==> src/rtl/pipe_stage_reg_if.sv <==
// Handshake/bus bundle between a pipeline stage and its inter-stage register.
// Optional exception/branch-delay fields appear when PIPE_EXC_EN is defined.
interface pipe_stage_reg_if #(
  parameter int DW    = 32,
  parameter int NLANE = 2,
  parameter int FW    = 4,
  parameter int HOLDW = 4
);
  logic                  en;
  logic                  flush;
  logic                  valid_in;
  logic [DW-1:0]         pc_in;
  logic [DW-1:0]         instr_in;
  logic [NLANE*DW-1:0]   lanes_in;
  logic [FW-1:0]         flags_in;
  logic [2:0]            fwd_sel;

  logic                  valid_out;
  logic [DW-1:0]         pc_out;
  logic [DW-1:0]         instr_out;
  logic [NLANE*DW-1:0]   lanes_out;
  logic [FW-1:0]         flags_out;
  logic [DW-1:0]         fwd_data;
  logic                  fwd_ok;
  logic [HOLDW-1:0]      hold_cnt;

`ifdef PIPE_EXC_EN
  logic [4:0]            exc_in;
  logic                  bd_in;
  logic [4:0]            exc_out;
  logic                  bd_out;

  modport master (
    output en, flush, valid_in, pc_in, instr_in, lanes_in, flags_in, fwd_sel,
           exc_in, bd_in,
    input  valid_out, pc_out, instr_out, lanes_out, flags_out, fwd_data,
           fwd_ok, hold_cnt, exc_out, bd_out
  );

  modport slave (
    input  en, flush, valid_in, pc_in, instr_in, lanes_in, flags_in, fwd_sel,
           exc_in, bd_in,
    output valid_out, pc_out, instr_out, lanes_out, flags_out, fwd_data,
           fwd_ok, hold_cnt, exc_out, bd_out
  );
`else
  modport master (
    output en, flush, valid_in, pc_in, instr_in, lanes_in, flags_in, fwd_sel,
    input  valid_out, pc_out, instr_out, lanes_out, flags_out, fwd_data,
           fwd_ok, hold_cnt
  );

  modport slave (
    input  en, flush, valid_in, pc_in, instr_in, lanes_in, flags_in, fwd_sel,
    output valid_out, pc_out, instr_out, lanes_out, flags_out, fwd_data,
           fwd_ok, hold_cnt
  );
`endif
endinterface

==> src/rtl/pipe_stage_reg.sv <==
// Inter-stage pipeline register with stall, flush/bubble, hold-age counter and forwarding mux.
// Define PIPE_EXC_EN to carry exception code and branch-delay bit through the stage.
module pipe_stage_reg #(
  parameter int DW    = 32,
  parameter int NLANE = 2,
  parameter int FW    = 4,
  parameter int HOLDW = 4
) (
  input  logic              clk,
  input  logic              reset,
  pipe_stage_reg_if.slave   bus
);
  localparam logic [HOLDW-1:0] HOLD_MAX = {HOLDW{1'b1}};

  logic                  valid_reg;
  logic [DW-1:0]         pc_reg;
  logic [DW-1:0]         instr_reg;
  logic [NLANE*DW-1:0]   lanes_reg;
  logic [FW-1:0]         flags_reg;
  logic [HOLDW-1:0]      hold_reg;

  logic [DW-1:0]         lane_word [NLANE];
  logic [DW-1:0]         fwd_data_next;
  logic                  fwd_ok_next;
  logic                  exc_block;

  always_ff @(posedge clk or posedge reset) begin
    if (reset) begin
      valid_reg <= 1'b0;
      pc_reg    <= '0;
      instr_reg <= '0;
      lanes_reg <= '0;
      flags_reg <= '0;
      hold_reg  <= '0;
    end else if (bus.flush) begin
      // Bubble keeps the PC so a later exception can still report EPC.
      valid_reg <= 1'b0;
      pc_reg    <= bus.pc_in;
      instr_reg <= '0;
      lanes_reg <= '0;
      flags_reg <= '0;
      hold_reg  <= '0;
    end else if (bus.en) begin
      valid_reg <= bus.valid_in;
      pc_reg    <= bus.pc_in;
      instr_reg <= bus.instr_in;
      lanes_reg <= bus.lanes_in;
      flags_reg <= bus.flags_in;
      hold_reg  <= '0;
    end else if (valid_reg && (hold_reg != HOLD_MAX)) begin
      hold_reg  <= hold_reg + HOLDW'(1);
    end
  end

`ifdef PIPE_EXC_EN
  logic [4:0] exc_reg;
  logic       bd_reg;

  always_ff @(posedge clk or posedge reset) begin
    if (reset) begin
      exc_reg <= '0;
      bd_reg  <= 1'b0;
    end else if (bus.flush) begin
      exc_reg <= '0;
      bd_reg  <= bus.bd_in;
    end else if (bus.en) begin
      exc_reg <= bus.exc_in;
      bd_reg  <= bus.bd_in;
    end
  end

  assign bus.exc_out = exc_reg;
  assign bus.bd_out  = bd_reg;
  assign exc_block   = (exc_reg != 5'd0);
`else
  assign exc_block   = 1'b0;
`endif

  generate
    for (genvar gi = 0; gi < NLANE; gi++) begin : g_lane
      assign lane_word[gi] = lanes_reg[gi*DW +: DW];
    end
  endgenerate

  // Codes 1..NLANE pick a lane, 6 is the link address; 7 (DM read) and spare codes are never ready.
  always_comb begin
    fwd_data_next = '0;
    fwd_ok_next   = 1'b0;
    for (int k = 0; k < NLANE; k++) begin
      if (bus.fwd_sel == 3'(k + 1)) begin
        fwd_data_next = lane_word[k];
        fwd_ok_next   = valid_reg;
      end
    end
    if (bus.fwd_sel == 3'd6) begin
      fwd_data_next = pc_reg + DW'(8);
      fwd_ok_next   = valid_reg;
    end
    if (exc_block) begin
      fwd_ok_next = 1'b0;
    end
  end

  assign bus.valid_out = valid_reg;
  assign bus.pc_out    = pc_reg;
  assign bus.instr_out = instr_reg;
  assign bus.lanes_out = lanes_reg;
  assign bus.flags_out = flags_reg;
  assign bus.hold_cnt  = hold_reg;
  assign bus.fwd_data  = fwd_data_next;
  assign bus.fwd_ok    = fwd_ok_next;
endmodule
==> src/flat_wrapper.sv <==
// flat-port wrapper written by rule: the top's interface ports become plain ports
module pipe_stage_reg_flat 
#(
  parameter int DW    = 32,
  parameter int NLANE = 2,
  parameter int FW    = 4,
  parameter int HOLDW = 4
)
  (clk, reset, bus_en, bus_flush, bus_valid_in, bus_pc_in, bus_instr_in, bus_lanes_in, bus_flags_in, bus_fwd_sel, bus_valid_out, bus_pc_out, bus_instr_out, bus_lanes_out, bus_flags_out, bus_fwd_data, bus_fwd_ok, bus_hold_cnt);
  pipe_stage_reg_if #(.DW(DW), .NLANE(NLANE), .FW(FW), .HOLDW(HOLDW)) bus_i ();
  input  logic clk;
  input  logic reset;
  input wire logic [$bits(bus_i.en)-1:0] bus_en;
  input wire logic [$bits(bus_i.flush)-1:0] bus_flush;
  input wire logic [$bits(bus_i.valid_in)-1:0] bus_valid_in;
  input wire logic [$bits(bus_i.pc_in)-1:0] bus_pc_in;
  input wire logic [$bits(bus_i.instr_in)-1:0] bus_instr_in;
  input wire logic [$bits(bus_i.lanes_in)-1:0] bus_lanes_in;
  input wire logic [$bits(bus_i.flags_in)-1:0] bus_flags_in;
  input wire logic [$bits(bus_i.fwd_sel)-1:0] bus_fwd_sel;
  output wire logic [$bits(bus_i.valid_out)-1:0] bus_valid_out;
  output wire logic [$bits(bus_i.pc_out)-1:0] bus_pc_out;
  output wire logic [$bits(bus_i.instr_out)-1:0] bus_instr_out;
  output wire logic [$bits(bus_i.lanes_out)-1:0] bus_lanes_out;
  output wire logic [$bits(bus_i.flags_out)-1:0] bus_flags_out;
  output wire logic [$bits(bus_i.fwd_data)-1:0] bus_fwd_data;
  output wire logic [$bits(bus_i.fwd_ok)-1:0] bus_fwd_ok;
  output wire logic [$bits(bus_i.hold_cnt)-1:0] bus_hold_cnt;
  assign bus_i.en = bus_en;
  assign bus_i.flush = bus_flush;
  assign bus_i.valid_in = bus_valid_in;
  assign bus_i.pc_in = bus_pc_in;
  assign bus_i.instr_in = bus_instr_in;
  assign bus_i.lanes_in = bus_lanes_in;
  assign bus_i.flags_in = bus_flags_in;
  assign bus_i.fwd_sel = bus_fwd_sel;
  assign bus_valid_out = bus_i.valid_out;
  assign bus_pc_out = bus_i.pc_out;
  assign bus_instr_out = bus_i.instr_out;
  assign bus_lanes_out = bus_i.lanes_out;
  assign bus_flags_out = bus_i.flags_out;
  assign bus_fwd_data = bus_i.fwd_data;
  assign bus_fwd_ok = bus_i.fwd_ok;
  assign bus_hold_cnt = bus_i.hold_cnt;
  pipe_stage_reg #(.DW(DW), .NLANE(NLANE), .FW(FW), .HOLDW(HOLDW)) u_core (.clk(clk), .reset(reset), .bus(bus_i));
endmodule
==> config.mk <==
export PLATFORM = sky130hd
export DESIGN_NAME = pipe_stage_reg_flat
export DESIGN_NICKNAME = d
export VERILOG_FILES = /design/src/rtl/pipe_stage_reg_if.sv /design/src/rtl/pipe_stage_reg.sv /design/src/flat_wrapper.sv
export SDC_FILE = /design/constraint.sdc
export NUM_CORES = 1
export LEC_CHECK = 0
export BUFFER_PORTS_ARGS = -buffer_cell sky130_fd_sc_hd__buf_4
export CORE_AREA = 2 2 119 121
export DETAILED_ROUTE_END_ITERATION = 8
export DIE_AREA = 0 0 121 123
export PLACE_DENSITY = 0.89
export SYNTH_ARGS = -nofsm -noshare
export SYNTH_HDL_FRONTEND = slang
export SYNTH_SLANG_ARGS = --single-unit
==> constraint.sdc <==
create_clock -name clk -period 13.3 [get_ports clk]
set_input_delay 2.66 -clock clk [delete_from_list [all_inputs] [get_ports clk]]
set_output_delay 2.66 -clock clk [all_outputs]
set_load 0.01 [all_outputs]
Word level (Yosys, flattened, before mapping)
Cells that the tools add are included.
Widths: inputs -> output; s select.
{"block": "op_classes", "add_sub_neg": 2, "n_eq_ne": 4, "reduce_logical": 3, "muxes": 19}
{"operator": "$mux 32", "count": 7}
{"operator": "$mux 64", "count": 2}
{"operator": "$add 32x4->32 const B", "count": 1}
{"operator": "$mux 4", "count": 5}
{"operator": "$mux 1", "count": 5}
{"operator": "$add 4x1->4 const B", "count": 1}
{"operator": "$ne 4x4->1 const B", "count": 1}
{"operator": "$eq 3x1->1 const B", "count": 1}
{"operator": "$eq 3x2->1 const B", "count": 1}
{"operator": "$eq 3x3->1 const B", "count": 1}
{"operator": "$reduce_bool 3->1", "count": 1}
{"operator": "$reduce_bool 2->1", "count": 1}
{"operator": "$logic_and 1x1->1", "count": 1}
{"block": "word_totals", "inputBits": 140, "ff_bits": 137}

Depth between registers and ports, before layout
{"block": "logic_depth", "ltp_word": 5, "ltp_mapped": 7}

Worst setup path before layout
Ideal clock, no wire load.
{"block": "synth_path", "path_kind": "input to output", "from": "in bus_fwd_sel[1]", "to": "out bus_fwd_data[19]", "arrival_time_ns": 3.751, "stages": 4, "path_buffers": 1, "path_slack_ns": 6.889, "required_time_ns": 10.640, "cell_sequence": "nor3b_1 clkbuf_1 nand2_1 a211oi_1"}
{"block": "synth_between", "elab_chain_len": 4, "word_cells_on_any_way": 6, "cone_classes": "eq/ne (3); mux (3)"}
{"item": "start: declaration", "line": "flat_wrapper.sv:20", "source": "input wire logic [$bits(bus_i.fwd_sel)-1:0] bus_fwd_sel;"}
{"item": "$eq 3x1->1", "line": "pipe_stage_reg.sv:90", "source": "if (bus.fwd_sel == 3'(k + 1)) begin"}
{"item": "$mux 32 (2 in series)", "line": "pipe_stage_reg.sv:90"}
{"item": "$mux 32 (*)", "line": "pipe_stage_reg.sv:95", "source": "if (bus.fwd_sel == 3'd6) begin"}
{"item": "end: declaration", "line": "flat_wrapper.sv:26", "source": "output wire logic [$bits(bus_i.fwd_data)-1:0] bus_fwd_data;"}
Mark *: on every way between the ends. The rest lies on a longest branch, timed or not.

Worst setup path in the final report
{"block": "layout_path", "from": "in bus_fwd_sel[2]", "to": "out bus_fwd_data[30]"}
Same word-level chain as after synthesis.

==> flow_metrics.tcl <==
set metrics [dict create \
    synth_seq_cells 137 \
    mappedNetlistNets 786 \
    ys_types 46 \
    synth.top_cells.by_count "dfrtp_1 (137), nor2_1 (113), mux2i_1 (106), nand2_1 (40), mux2_2 (32)" \
    peakVddDrop_v 0.0000762 \
    max_cap_viol_count 0 \
    max_freq_mhz 131 \
    dp_hpwl_microns 16100 \
    ios 310 \
    hold_depth 2 \
    synth-compound-area-share_pct 7.80 \
    fin_tns_setup_ps 0 \
    synth_adder_area_share_pct 0.369 \
    yosysTopAreaCellShare_pct 50.5 \
    synth.avg_cell_area_sq_um 10.5 \
    min_path_type "flop to flop" \
    worstRegToRegCells 5 \
    fin_skew_ps 5.53 \
    tritoncts "yes" \
    clk_path_buf_depth 2 \
    syn_area_sq_um 6790 \
    worstSetupEndpointType "primary output" \
    io_buffers 309 \
    synth-xor-area-share_pct 1.68 \
    cp_max_fo 40 \
    drc 0 \
    fin_area_sq_um 9770 \
    synth_most_common_cell "dfrtp_1" \
    grt.total_usage_pct 30.3 \
    viasPerCell 5.73 \
    grt_overflow 0 \
    startpoint_type "primary input" \
    synth_mux_area_share_pct 20.9 \
    outcome "complete, no violations" \
    nets 1071 \
    hold_violations 0 \
    drt_wl_total_microns 22700 \
    ys_seq_area_share_pct 50.5 \
    place_congestion 0.807 \
    ctsHoldBuffers 0 \
    yosys_warnings 0 \
    cts_resized 0 \
    drtIter0Drc 764 \
    maxSlewViolCount 0 \
    synthFlopType "dfrtp_1" \
    finalSetupViolCount 0 \
    antenna_found_initial 0 \
    final_layout_size_suffix_gt1_share_pct 40.9 \
    root_buffer "clkbuf_16" \
    yosys.area.top_type "dfrtp_1" \
    die_w_microns 121 \
    r2r_slack_ps 11980 \
    wl_per_cell_microns 20.2 \
    clkTransAtPathRegs_ps 60 \
    insertion_delay_ps 420 \
    setup_ws_ps 5690 \
    crit_type "primary input to primary output" \
    die_height_microns 123 \
    fin_crit_sh_pct 57.2 \
    rsz0062_at_grt "no" \
    core.rowCount 43 \
    power-per-cell-area_nw_per_um2 118 \
    synthToLayoutAreaGrowth_pct 43.9 \
    regToRegStartpoint "u_core.bus.hold_cnt[0]" \
    p_total_uw 1160 \
    grt_pass1_vias 6444 \
    vias 6412 \
    routed-wl-met3_microns 1930 \
    top_layer_used "met4" \
    placed_area_sq_um 9170 \
    synthTopCellsByArea "dfrtp_1 (51%), mux2i_1 (16%), nor2_1 (6.2%)" \
    synth_edf_count 0 \
    cp.arrival_ps 4950 \
    met2_length_microns 11600 \
    grt_max_degree 83 \
    ant_nets 0 \
    routedLengthMet1_microns 8430 \
    dr.pass1.iters 7 \
    htreeDepth 4 \
    die-area_sq_um 14900 \
    clkSinkCount 137 \
    finalCriticalPeriod_ps 7610 \
    syn_inst 644 \
    p_leak_uw 0.00489 \
    dp_worst_setup_slack_ps 5780 \
    initial_core_util_pct 49.9 \
    whs_ps 527 \
    crit_required_ps 10640 \
    async_reset_ff_share_pct 100 \
    synth_top_family_by_area "multiplexers" \
    numCtsBuffers 17 \
    tightest_slew_ps 1230 \
    core_area_sq_um 13600 \
    slew_headroom_pct 17.5 \
    post_cts_buffers 0 \
    setup.worst_path.start "bus_fwd_sel[2]" \
    holdCritStartpoint "u_core.bus.instr_out[5]" \
    synth-simple-area-share_pct 15.2 \
    n_antenna_cell 0 \
    grt_pass1_wl_microns 34400 \
]
[flip-flops by register name, indices dropped and copies added, names as in the netlist]
| name | flops |
|---|---|
| u_core.bus.lanes_out | 64 |
| u_core.bus.instr_out | 32 |
| u_core.bus.pc_out | 32 |
| u_core.bus.flags_out | 4 |
| u_core.bus.hold_cnt | 4 |
| u_core.bus.valid_out | 1 |
[worst max-delay path: stages]
cell     delay, ps
buf_4          260
nor3b_2       1020
buf_4          430
nand2_1        100
a21o_1         160
nor3_1         140
buf_4          160
[placed cells by master (no fill, tap or decap), types with 3 or more instances in the layout]
master      count
inv_1           3
a22o_1          7
a22oi_1         5
xor2_1          4
dfrtp_1       137
nor4_1         12
clkbuf_16      17
a21oi_1         4
o21ai_0        29
nor2_1        112
buf_4         313
and3_1          4
nand2_1        40
xnor2_1         9
bufinv_16       3
a31oi_1         3
o31a_1          4
mux2i_1       106
a311oi_1        5
clkinvlp_4      3
nand4_1         9
nor3_1         12
and4_1          4
mux2_2         32
a211oi_1       15
nand3_1        13
[power by group]
| part | internal, uW | switching, uW | leakage (uW) |
|---|---|---|---|
| registers | 443 | 31.8 | 0.00177 |
| logic | 101 | 94.8 | 0.00284 |
| clock network | 303 | 182 | 0.000285 |
[worst paths after layout]
check | to
max | bus_fwd_data[30]
max reg2reg | u_core.bus.hold_cnt[0]
max in group asynchronous | u_core.bus.lanes_out[23]
min in group asynchronous | u_core.bus.instr_out[25]
min reg2reg | u_core.bus.instr_out[5]
min | u_core.bus.instr_out[5]
[area by class of cell]
cell class	instances	area, sq um
Clock buffer	20	457
Sequential cell	137	3430
Tap cell	180	225
Timing Repair Buffer	314	2360
Multi-Input combinational cell	455	3130
Fill cell	984	3840
Clock inverter	10	144
Inverter	4	20.0
[metrics by stage]
stage                     cells  utilization, %
after floorplan             644               -
after global placement     1090            67.4
after detailed placement   1090            67.4
after CTS                  1120            71.8
after global routing       1120            71.8
final                      1120            71.8
[cell families (layout without fill, tap and decap cells)]
group,count (synthesis),after routing
DFF,137,137
muxes,138,138
buffers and inverters,52,348
xor gates and xnor gates,13,13
adders and majority gates,2,2
AOI/OAI and AO/OA,79,79
and+or+nand+nor,223,223
[metal layers]
| metal | vias to the layer above | GRT usage, % |
|---|---|---|
| li1 | 2861 | - |
| met1 | 3124 | 35.4 |
| met2 | 370 | 53.1 |
| met3 | 57 | 7.52 |
| met4 | 0 | 13.3 |
| met5 | - | 0 |
No activity file was read; power rests on OpenSTA's default activity.
